--- config.mk ---
export PLATFORM = sky130hd
export DESIGN_NAME = data_mem_arbiter
export DESIGN_NICKNAME = d
export VERILOG_FILES = /design/src/rtl/data_mem_arbiter.sv
export SDC_FILE = /design/constraint.sdc
export NUM_CORES = 1
export LEC_CHECK = 0
export CAP_MARGIN = 30
export CORE_MARGIN = 2
export CORE_UTILIZATION = 43
export DETAILED_ROUTE_END_ITERATION = 7
export PLACE_DENSITY = 0.87
export SYNTH_ARGS = -nofsm -noshare
export SYNTH_HDL_FRONTEND = slang
export SYNTH_SLANG_ARGS = --single-unit
--- constraint.sdc ---
create_clock -name clk -period 5.1 [get_ports clk]
set_input_delay 0.51 -clock clk [delete_from_list [all_inputs] [get_ports clk]]
set_output_delay 0.51 -clock clk [all_outputs]
set_load 0.005 [all_outputs]
--- src/rtl/data_mem_arbiter.sv ---
// data_mem_arbiter: two-port arbiter/sequencer in front of the 512x16 S-Machine data memory.
// Latency: req sampled at edge k -> registered ack in the cycle after edge k+MEM_LAT; one access per MEM_LAT+2 cycles.
// Backpressure: requesters hold req/we/addr/wdata until ack; a losing requester waits, never dropped.
// Option: define DATA_MEM_ARB_FIXED_PRIO_EN for fixed priority (port 0 wins ties, port 1 may starve).
module data_mem_arbiter #(
  parameter int DATA_W   = 16,
  parameter int ADDR_W   = 9,
  parameter int MEM_LAT  = 1,
  parameter int RO_ADDR0 = 4,
  parameter int RO_ADDR1 = 5
) (
  input  logic              clk,
  input  logic              reset,
  input  logic              req0,
  input  logic              req1,
  input  logic              we0,
  input  logic              we1,
  input  logic [ADDR_W-1:0] addr0,
  input  logic [ADDR_W-1:0] addr1,
  input  logic [DATA_W-1:0] wdata0,
  input  logic [DATA_W-1:0] wdata1,
  output logic              ack0,
  output logic              ack1,
  output logic [DATA_W-1:0] rdata,
  output logic              wr_err,
  output logic              busy,
  output logic              mem_read_write,
  output logic [ADDR_W-1:0] mem_addr,
  output logic [DATA_W-1:0] mem_data_in,
  input  logic [DATA_W-1:0] mem_data_out
);

  typedef enum logic [1:0] {
    ST_IDLE   = 2'd0,
    ST_ACCESS = 2'd1,
    ST_RESP   = 2'd2
  } state_t;

  // Counter is 4 bits wide, enough for MEM_LAT up to 15.
  localparam logic [3:0]        LAT_LOAD = 4'(MEM_LAT - 1);
  localparam logic [ADDR_W-1:0] RO0      = ADDR_W'(RO_ADDR0);
  localparam logic [ADDR_W-1:0] RO1      = ADDR_W'(RO_ADDR1);

  state_t              state_q;
  state_t              state_d;
  logic                grant;
  logic                win_d;
  logic                win_q;
  logic                lat_we;
  logic                lat_ro;
  logic [3:0]          lat_cnt;
  logic                acc_done;
  logic                sel_we;
  logic [ADDR_W-1:0]   sel_addr;
  logic [DATA_W-1:0]   sel_wdata;
  logic                sel_ro;

`ifndef DATA_MEM_ARB_FIXED_PRIO_EN
  logic                last_gnt;
`endif

  // State register.
  always_ff @(posedge clk or posedge reset) begin
    if (reset) begin
      state_q <= ST_IDLE;
    end else begin
      state_q <= state_d;
    end
  end

  // Next-state logic: IDLE -> ACCESS on any request, ACCESS holds MEM_LAT cycles, RESP lasts one cycle.
  always_comb begin
    state_d = state_q;
    grant   = 1'b0;
    case (state_q)
      ST_IDLE: begin
        if (req0 || req1) begin
          grant   = 1'b1;
          state_d = ST_ACCESS;
        end
      end
      ST_ACCESS: begin
        if (lat_cnt == 4'd0) begin
          state_d = ST_RESP;
        end
      end
      ST_RESP: begin
        state_d = ST_IDLE;
      end
      default: begin
        state_d = ST_IDLE;
      end
    endcase
  end

  // Winner selection: a lone requester always wins; ties resolved by priority scheme.
  always_comb begin
`ifdef DATA_MEM_ARB_FIXED_PRIO_EN
    win_d = ~req0;
`else
    win_d = (req0 && req1) ? ~last_gnt : ~req0;
`endif
  end

  // Request fields of the winner, and whether it targets a switch-input word.
  always_comb begin
    sel_we    = win_d ? we1    : we0;
    sel_addr  = win_d ? addr1  : addr0;
    sel_wdata = win_d ? wdata1 : wdata0;
    sel_ro    = (sel_addr == RO0) || (sel_addr == RO1);
  end

  assign acc_done = (state_q == ST_ACCESS) && (lat_cnt == 4'd0);

  // Strobe only during ACCESS so the memory never sees a spurious write; dropped writes never strobe.
  assign mem_read_write = (state_q == ST_ACCESS) && lat_we && !lat_ro;
  assign busy           = (state_q != ST_IDLE);

  // Latch the granted request; mem_addr/mem_data_in hold their last values outside ACCESS.
  always_ff @(posedge clk or posedge reset) begin
    if (reset) begin
      win_q       <= 1'b0;
      lat_we      <= 1'b0;
      lat_ro      <= 1'b0;
      lat_cnt     <= 4'd0;
      mem_addr    <= '0;
      mem_data_in <= '0;
    end else if (grant) begin
      win_q       <= win_d;
      lat_we      <= sel_we;
      lat_ro      <= sel_ro;
      lat_cnt     <= LAT_LOAD;
      mem_addr    <= sel_addr;
      mem_data_in <= sel_wdata;
    end else if ((state_q == ST_ACCESS) && (lat_cnt != 4'd0)) begin
      lat_cnt <= lat_cnt - 4'd1;
    end
  end

  // Registered response: one-cycle ack/wr_err pulse, rdata captured at the end of ACCESS and held.
  always_ff @(posedge clk or posedge reset) begin
    if (reset) begin
      ack0   <= 1'b0;
      ack1   <= 1'b0;
      wr_err <= 1'b0;
      rdata  <= '0;
    end else begin
      ack0   <= acc_done && !win_q;
      ack1   <= acc_done && win_q;
      wr_err <= acc_done && lat_we && lat_ro;
      if (acc_done) begin
        rdata <= mem_data_out;
      end
    end
  end

`ifndef DATA_MEM_ARB_FIXED_PRIO_EN
  // Remember the last served port; starts at 1 so port 0 wins the first tie.
  always_ff @(posedge clk or posedge reset) begin
    if (reset) begin
      last_gnt <= 1'b1;
    end else if (state_q == ST_RESP) begin
      last_gnt <= win_q;
    end
  end
`endif

endmodule
**Word level (Yosys, flattened, before mapping)**

Index checks and enable logic that the tools add are counted.
W data, S select, Z words.

- Register bits after elaboration: 54
- Input port bits: 72
- Output and inout port bits: 46
- Logic and storage cells: 51

- Add/subtract/negate cells: 1
- Eq/ne operators: 6
- Multiplexer cells: 11
- Bitwise operators: 2
- Reduce and logical (&&, ||, !) cells: 19

Operators with widths:

| kind | number |
|---|---|
| $eq A9 B3 Y1 const B | 2 |
| $mux W16 | 1 |
| $logic_and A1 B1 Y1 | 9 |
| $mux W9 | 1 |
| $mux W4 | 2 |
| $logic_not A4 Y1 | 1 |
| $mux W1 | 4 |
| $mux W2 | 2 |
| $pmux W2 S2 | 1 |
| $reduce_bool A2 Y1 | 2 |
| $reduce_bool A4 Y1 | 1 |
| $sub A4 B1 Y4 const B | 1 |
| $eq A2 B1 Y1 const B | 1 |
| $eq A2 B2 Y1 const B | 1 |
| $logic_not A1 Y1 | 2 |
| $logic_not A2 Y1 | 1 |
| $logic_or A1 B1 Y1 | 2 |
| $ne A2 B1 Y1 const B | 1 |
| $ne A2 B2 Y1 const B | 1 |
| $not A1 Y1 | 2 |
| $reduce_and A2 Y1 | 1 |

**Longest topological paths before layout**

Gate-level depths: netlist of run 1.

- Depth after elaboration: 5
- Gate-level depth with buffers: 7
- Mapped depth without buffers: 6

**Least setup slack after synthesis of run 1**

OpenSTA, ideal clock, no wires.

- Kind: reg2reg
- Start point: reg lat_cnt[0]
- End point: reg rdata[0]
- Setup time: 125 ps
- Arrival time: 1655 ps
- Required time: 4975 ps
- Path slack: 3320 ps
- Cell stages (with the launch flop): 8
- Buffers on the path: 2
- Clock period less this slack: 1780 ps
- Cells stage by stage: dfrtp_1 -> inv_1 -> ha_1 -> or3b_4 -> nand2b_4 -> buf_6 -> buf_8 -> mux2_4

- Cells in the longest elaborated chain, start to end: 2

RTL lines:

| item | line | source |
|---|---|---|
| start: declaration | 51 | `logic [3:0] lat_cnt;` |
| start signal: assignment | 136 | `lat_cnt <= lat_cnt - 4'd1;` |
| $logic_not A4 Y1 | 113 | `assign acc_done = (state_q == ST_ACCESS) && (lat_cnt == 4'd0);` |
| $logic_and A1 B1 Y1 | 113 |  |
| end signal: assignment | 152 | `rdata <= mem_data_out;` |
| end: declaration | 24 | `output logic [DATA_W-1:0] rdata,` |

No other way between the ends.
A chain may end at the register's enable or synchronous reset.

**Worst setup path after layout of run 1**

- Start point: reg state_q[1]
- End point: out mem_read_write

- Cells in the longest elaborated chain, start to end: 3

RTL lines:

| item | line | source |
|---|---|---|
| start: declaration | 44 | `state_t state_q;` |
| start signal: assignment | 67 | `state_q <= state_d;` |
| $eq A2 B1 Y1 | 116 | `assign mem_read_write = (state_q == ST_ACCESS) && lat_we && !lat_ro;` |
| $logic_and A1 B1 Y1 (2 in series) | 116 |  |
| end: declaration | 27 | `output logic mem_read_write,` |

No other way between the ends.

==> metrics.cfg, run 1 <==
[logic_synthesis]
synth-seq-area-share_pct=56.7
syn_inst=206
synth_top_area_share_pct=55.6
synth_warnings=0
syn_area_mm2=0.00239
post-synth-top-area-cell=dfrtp_1
netlist_top_cells_area=dfrtp_1 56%, mux2i_1 11%, o21ai_0 6.5%
synth_cell_types=27
syn_nets=279
ys_ff_latch=54
avgSynthCellArea_um2=11.6

[finish]
diodes=0
multiInputGateArea_um2=942
seq_area_mm2=0.00135
area_delta_synth_final_pct=55.5
fillerInstances=443
fin_nets=394
drive_gt1_share_pct=10.6

[cts]
numCtsBuffers=5
cts.sinks=54
post_cts_buffers=0
worstSkewPairLatency_ps=300
hold_buffers=0
htree_levels=2
clk_path_buf_depth=2
cts_resized=0
clkTransAtPathRegs_ps=90
clockRootBuffer=clkbuf_8
tritoncts=done

[route]
drt-pass1-iter-count=5
routedWlPerCell_um=13.7
drc_errors=0
drt_iter0_drc=74
final_antenna_net_count=0
detail_route.vias_per_cell=4.87
vias=1917
routed_wl_um=5400

[sta]
fin_tns_setup_ps=0
worstMarginPinSlew_ps=917
finalSetupViolCount=0
setup_ws_ps=2970
fin_crit_sh_pct=41.7
hold_ws_ps=429
fmax_mhz=470
fin_skew_ps=4.83
grt_setup_unrepaired=false
hold_viol_final=0
slew_viol_final=0
slew_headroom_pct=38.9
period_needed_ps=2130

[global_routing]
overflow=0
antenna_found_initial=0
grt_busiest_layer=met2
grt_use_met3_pct=4.37
use_met1_pct=21.9
grt_pass1_vias=1968
grt_max_degree=59
track_usage_pct=18.4
grt_first_pass_wirelength_um=9030
grt_use_met2_pct=32.4

[worst_hold_path]
hp-class=reg2reg
hold-path-endpoint=ack0$_DFF_PP0_
whs_path_depth=1
min_from=win_q$_DFFE_PP0P_

[pwr]
p_per_area_mw_per_mm2=517
ir_worst_vdd_uv=417
p_leak_uw=0.00169
power_uw=1920

[placement]
place_ws_ps=2710
dpl.hpwl_um=4180
gp_congestion=0.809
port_buffers=117

[run]
maxCapViolCount=0

[critical_path]
rr_worst_depth=4
reg2reg_to=lat_ro$_DFFE_PP0P_
path_max_fanout=5
r2r_setup_slack_ps=3090
worstSetupStartpointType=flop
crit_arrival_ps=1620
reg2reg_from=state_q[0]$_DFFE_PP0P_
crit_required_ps=4590
crit_type=reg2out
cp-end-kind=output pin

[floorplan]
ios=118
coreArea_mm2=0.00544
start_util_pct=43.9
rows=27
die_x_um=78.5
die_y_um=78.5
dieArea_mm2=0.00616

[status]
status=completed

-- placed cells by master (no fill, tap or decap) --
cell type | netlist | routed
dfstp_2 | 1 | 1
dfrtp_1 | 53 | 53
clkbuf_8 | 0 | 5
or3b_4 | 1 | 1
nor2_1 | 7 | 7
o31ai_1 | 1 | 1
nand2_1 | 33 | 33
or2_2 | 1 | 2
mux2_2 | 9 | 9
clkinv_2 | 0 | 1
o21ai_4 | 0 | 1
o21ai_0 | 31 | 30
clkinvlp_4 | 0 | 1
clkinv_4 | 0 | 1
mux2i_1 | 27 | 27
buf_12 | 0 | 2
inv_2 | 0 | 1
xor2_1 | 1 | 1
nand4_1 | 1 | 1
clkdlybuf4s50_1 | 0 | 117
inv_1 | 7 | 6
nand3_1 | 5 | 5
or3_1 | 1 | 1
nor4_1 | 3 | 3
and2b_2 | 1 | 1
mux2_4 | 7 | 7
nand2b_4 | 1 | 1
ha_1 | 1 | 1
nor4b_1 | 2 | 2
-- Yosys cell counts --
cell type,number
or3_1,1
mux2_2,9
or2_2,1
nand2_1,33
inv_1,7
and2b_2,1
dfstp_2,1
buf_2,5
nand4_1,1
xor2_1,1
nand2b_4,1
o21ai_0,31
ha_1,1
nor4b_1,2
nor2_1,7
buf_8,1
buf_6,2
or3b_4,1
buf_4,1
nand3_1,5
mux2_4,7
dfrtp_1,53
mux2i_1,27
clkbuf_1,2
or2_1,1
o31ai_1,1
nor4_1,3
-- cells by family after synthesis --
kind of cell               after synthesis  share of synthesized area, %
AOI/OAI and AO/OA                       32                          6.81
buffers and inverters                   18                          4.35
and+or+nand+nor                         57                          11.3
DFF                                     54                          56.7
xor gates and xnor gates                 1                         0.367
adders and majority gates                1                         0.524
muxes                                   43                          20.0
-- metrics by stage --
stage               util, %  cell area [um^2]  std cells
global route           68.3              3710        394
CTS                    68.3              3710        394
finish                 68.3              3710        394
global placement       65.9              3580        384
detailed placement     66.6              3620        386
floorplan                 -              2390        206
-- layer usage --
layer / vias up / routed length, um
met5: - / 0
met4: 0 / 70
met3: 6 / 310
met2: 69 / 2830
met1: 909 / 2190
li1: 933 / -
-- final cells by class --
type / count / area share [%]
repair buffers: 119 / 32.6
flip-flops and latches: 54 / 36.4
clock inverters: 3 / 0.573
well taps: 72 / 2.43
multi-input cells: 134 / 25.4
clock buffers: 5 / 1.85
inverters: 7 / 0.708
-- worst max-delay path by stage --
stage                     cells after the start                    from                         end
after floorplan                               1                   reset              ack0$_DFF_PP0_
after global placement                        5                    req1  mem_data_in[0]$_DFFE_PP0P_
after detailed placement                      5                    req0          lat_ro$_DFFE_PP0P_
after CTS                                     4  state_q[1]$_DFFE_PP0P_              mem_read_write
after global routing                          4  state_q[1]$_DFFE_PP0P_              mem_read_write
final                                         4  state_q[1]$_DFFE_PP0P_              mem_read_write
-- sequential cells by signal, summed over array words and instances, names as in the netlist --
| signal | cells |
|---|---|
| mem_addr | 9 |
| rdata | 16 |
| wr_err | 1 |
| win_q | 1 |
| lat_cnt | 4 |
| ack0 | 1 |
| state_q | 2 |
| ack1 | 1 |
| last_gnt | 1 |
| mem_data_in | 16 |
| lat_we | 1 |
| lat_ro | 1 |
-- power breakdown --
group	internal [uW]	total (uW)	leakage (uW)	switching, uW
sequential	637	746	0.000660	109
clock	96.7	233	0.0000441	136
combinational	572	939	0.000983	368
total	1310	1920	0.00169	613
-- critical path: stages (launching register included) --
cell,delay (ps)
dfrtp_1,400
and2b_2,280
nand2_1,60
nor2_1,70
clkdlybuf4s50_1,500
(Power assumes the default switching activity.)
==> run 2: changes to the inputs <==
--- a/config.mk
+++ b/config.mk
@@ -7,9 +7,9 @@
 export LEC_CHECK = 0
 export CAP_MARGIN = 30
 export CORE_MARGIN = 2
-export CORE_UTILIZATION = 43
+export CORE_UTILIZATION = 40
 export DETAILED_ROUTE_END_ITERATION = 7
-export PLACE_DENSITY = 0.87
+export PLACE_DENSITY = 0.82
 export SYNTH_ARGS = -nofsm -noshare
 export SYNTH_HDL_FRONTEND = slang
 export SYNTH_SLANG_ARGS = --single-unit
==> constraint.sdc (replaced) <==
create_clock -name clk -period 2 [get_ports clk]
set_input_delay 0.2 -clock clk [delete_from_list [all_inputs] [get_ports clk]]
set_output_delay 0.2 -clock clk [all_outputs]
set_load 0.005 [all_outputs]
==> run 2 against run 1 <==
  * Non-clock buffer count rose by 2
  * Sequential cell count is the same
  * Via count decreased by 0.83%
  * Cell count is 1.3% higher
  * Global-route usage shrank 1.8 points
  * First-iteration DRC count is 39% lower
  * Core utilization shrank 4.2 points
  * Clock power rose to 3.0 times the previous value
  * Total power grew to 2.6 times the previous value
  * Register-to-register slack worse by 2800 ps
  * Die area rose by 7.1%
  * Critical path depth is the same
  * Largest cell class unchanged
==> metrics.cfg, run 2 (same netlist as run 1, synthesis figures left out) <==
[status]
status=completed

[route]
wl_met3_um=439
final_antenna_net_count=0
drc_errors=0
routed_wl_um=5300
drt_iter0_drc=45
maxUsedRoutingLayer=met4
vias=1901
drt-pass1-iter-count=4
wl_met2_um=2520
routedWlPerCell_um=13.3
detail_route.vias_per_cell=4.76
met1_length_um=2300

[sta]
fin_skew_ps=3.42
fin_tns_setup_ps=0
fin_crit_sh_pct=92.6
period_needed_ps=1850
worstMarginPinSlew_ps=351
finalSetupViolCount=0
grt_setup_unrepaired=false
fmax_mhz=540
slew_headroom_pct=76.3
slew_viol_final=0
hold_viol_final=0

[global_routing]
grt_pass1_vias=1858
grt_max_degree=55
grt_first_pass_wirelength_um=8360
antenna_found_initial=0
overflow=0
track_usage_pct=16.6

[finish]
top_regs=mem_data_in x16, rdata x16, mem_addr x9
fin_nets=396
diodes=0
layout_common_cells=117 x clkdlybuf4s50_1, 53 x dfrtp_1, 33 x nand2_1
fillerInstances=478
area_delta_synth_final_pct=57.1
drive_gt1_share_pct=11.1
mostFrequentLayoutCell=clkdlybuf4s50_1
final_util_pct=64.1

[pwr]
p_per_area_mw_per_mm2=1340
ir_worst_vdd_uv=657
p_leak_uw=0.00171

[cts]
worstSkewPairLatency_ps=300
clk_path_buf_depth=2
cts.sinks=54
clkTransAtPathRegs_ps=90
tritoncts=done
post_cts_buffers=0
clockRootBuffer=clkbuf_8
hold_buffers=0
numCtsBuffers=5
htree_levels=2
cts_resized=0

[run]
maxCapViolCount=0

[placement]
gp_congestion=0.724
port_buffers=117
dpl.hpwl_um=4100

[critical_path]
worstSetupStartpoint=state_q[1]$_DFFE_PP0P_
crit_type=reg2out
rr_worst_depth=5
crit_required_ps=1800
reg2reg_to=rdata[6]$_DFFE_PP0N_
reg2reg_from=lat_cnt[0]$_DFFE_PP0P_
path_max_fanout=5
crit_arrival_ps=1650
r2r_setup_slack_ps=240
cp-end-kind=output pin
worstSetupStartpointType=flop

[floorplan]
coreArea_mm2=0.00585
start_util_pct=40.8
die_y_um=81.3
dieArea_mm2=0.00660
rows=28
die_x_um=81.3
ios=118

[worst_hold_path]
hp-class=in2async

-- run 2: cell types whose count changed in the layout (fill, tap and decap cells not counted) --
cell	delta
buf_4	+2
bufinv_16	+1
clkinv_2	+1
clkinv_4	-1
clkinvlp_4	-1
-- run 2: how the worst max path moves through the flow --
stage               slack, ps              endpoint
finish                    150        mem_read_write
global placement          280  rdata[1]$_DFFE_PP0N_
detailed placement        240  rdata[1]$_DFFE_PP0N_
global route               60        mem_read_write
floorplan                 220  rdata[0]$_DFFE_PP0N_
CTS                       120        mem_read_write
-- run 2: through the flow --
step	instances	setup WS [ps]	hold WS, ps	cell area, um^2	power (uW)
CTS	399	117	268	3750	5090
floorplan	206	220	349	2390	3120
finish	399	148	255	3750	5020
global route	399	56.1	270	3750	5420
detailed placement	391	238	413	3640	4370
global placement	391	284	409	3640	4290
-- run 2: where the power goes --
part,total [uW],switching [uW],internal (uW),leakage (uW)
sequential,1910,290,1620,0.000660
combinational,2400,917,1480,0.000992
clock,705,336,369,0.0000579
-- run 2: critical path, cell delays in order, from the launching register on --
cell and delay (ps):
dfrtp_1 400, and2b_2 280, nand2_1 70, nor2_1 100
clkdlybuf4s50_1 510
-- run 2: routing by layer --
layer	vias up	GRT usage [%]
li1	936	-
met1	886	20.7
met2	75	27.8
met3	4	5.67
met4	0	4.07
met5	-	0
-- run 2: layout make-up --
type	instances	area (um^2)	share of cell area, %
well taps	75	93.8	2.50
repair buffers	121	1230	32.7
clock inverters	3	40.0	1.07
clock buffers	5	68.8	1.84
inverters	7	26.3	0.701
flip-flops and latches	54	1350	36.1
multi-input cells	134	942	25.1
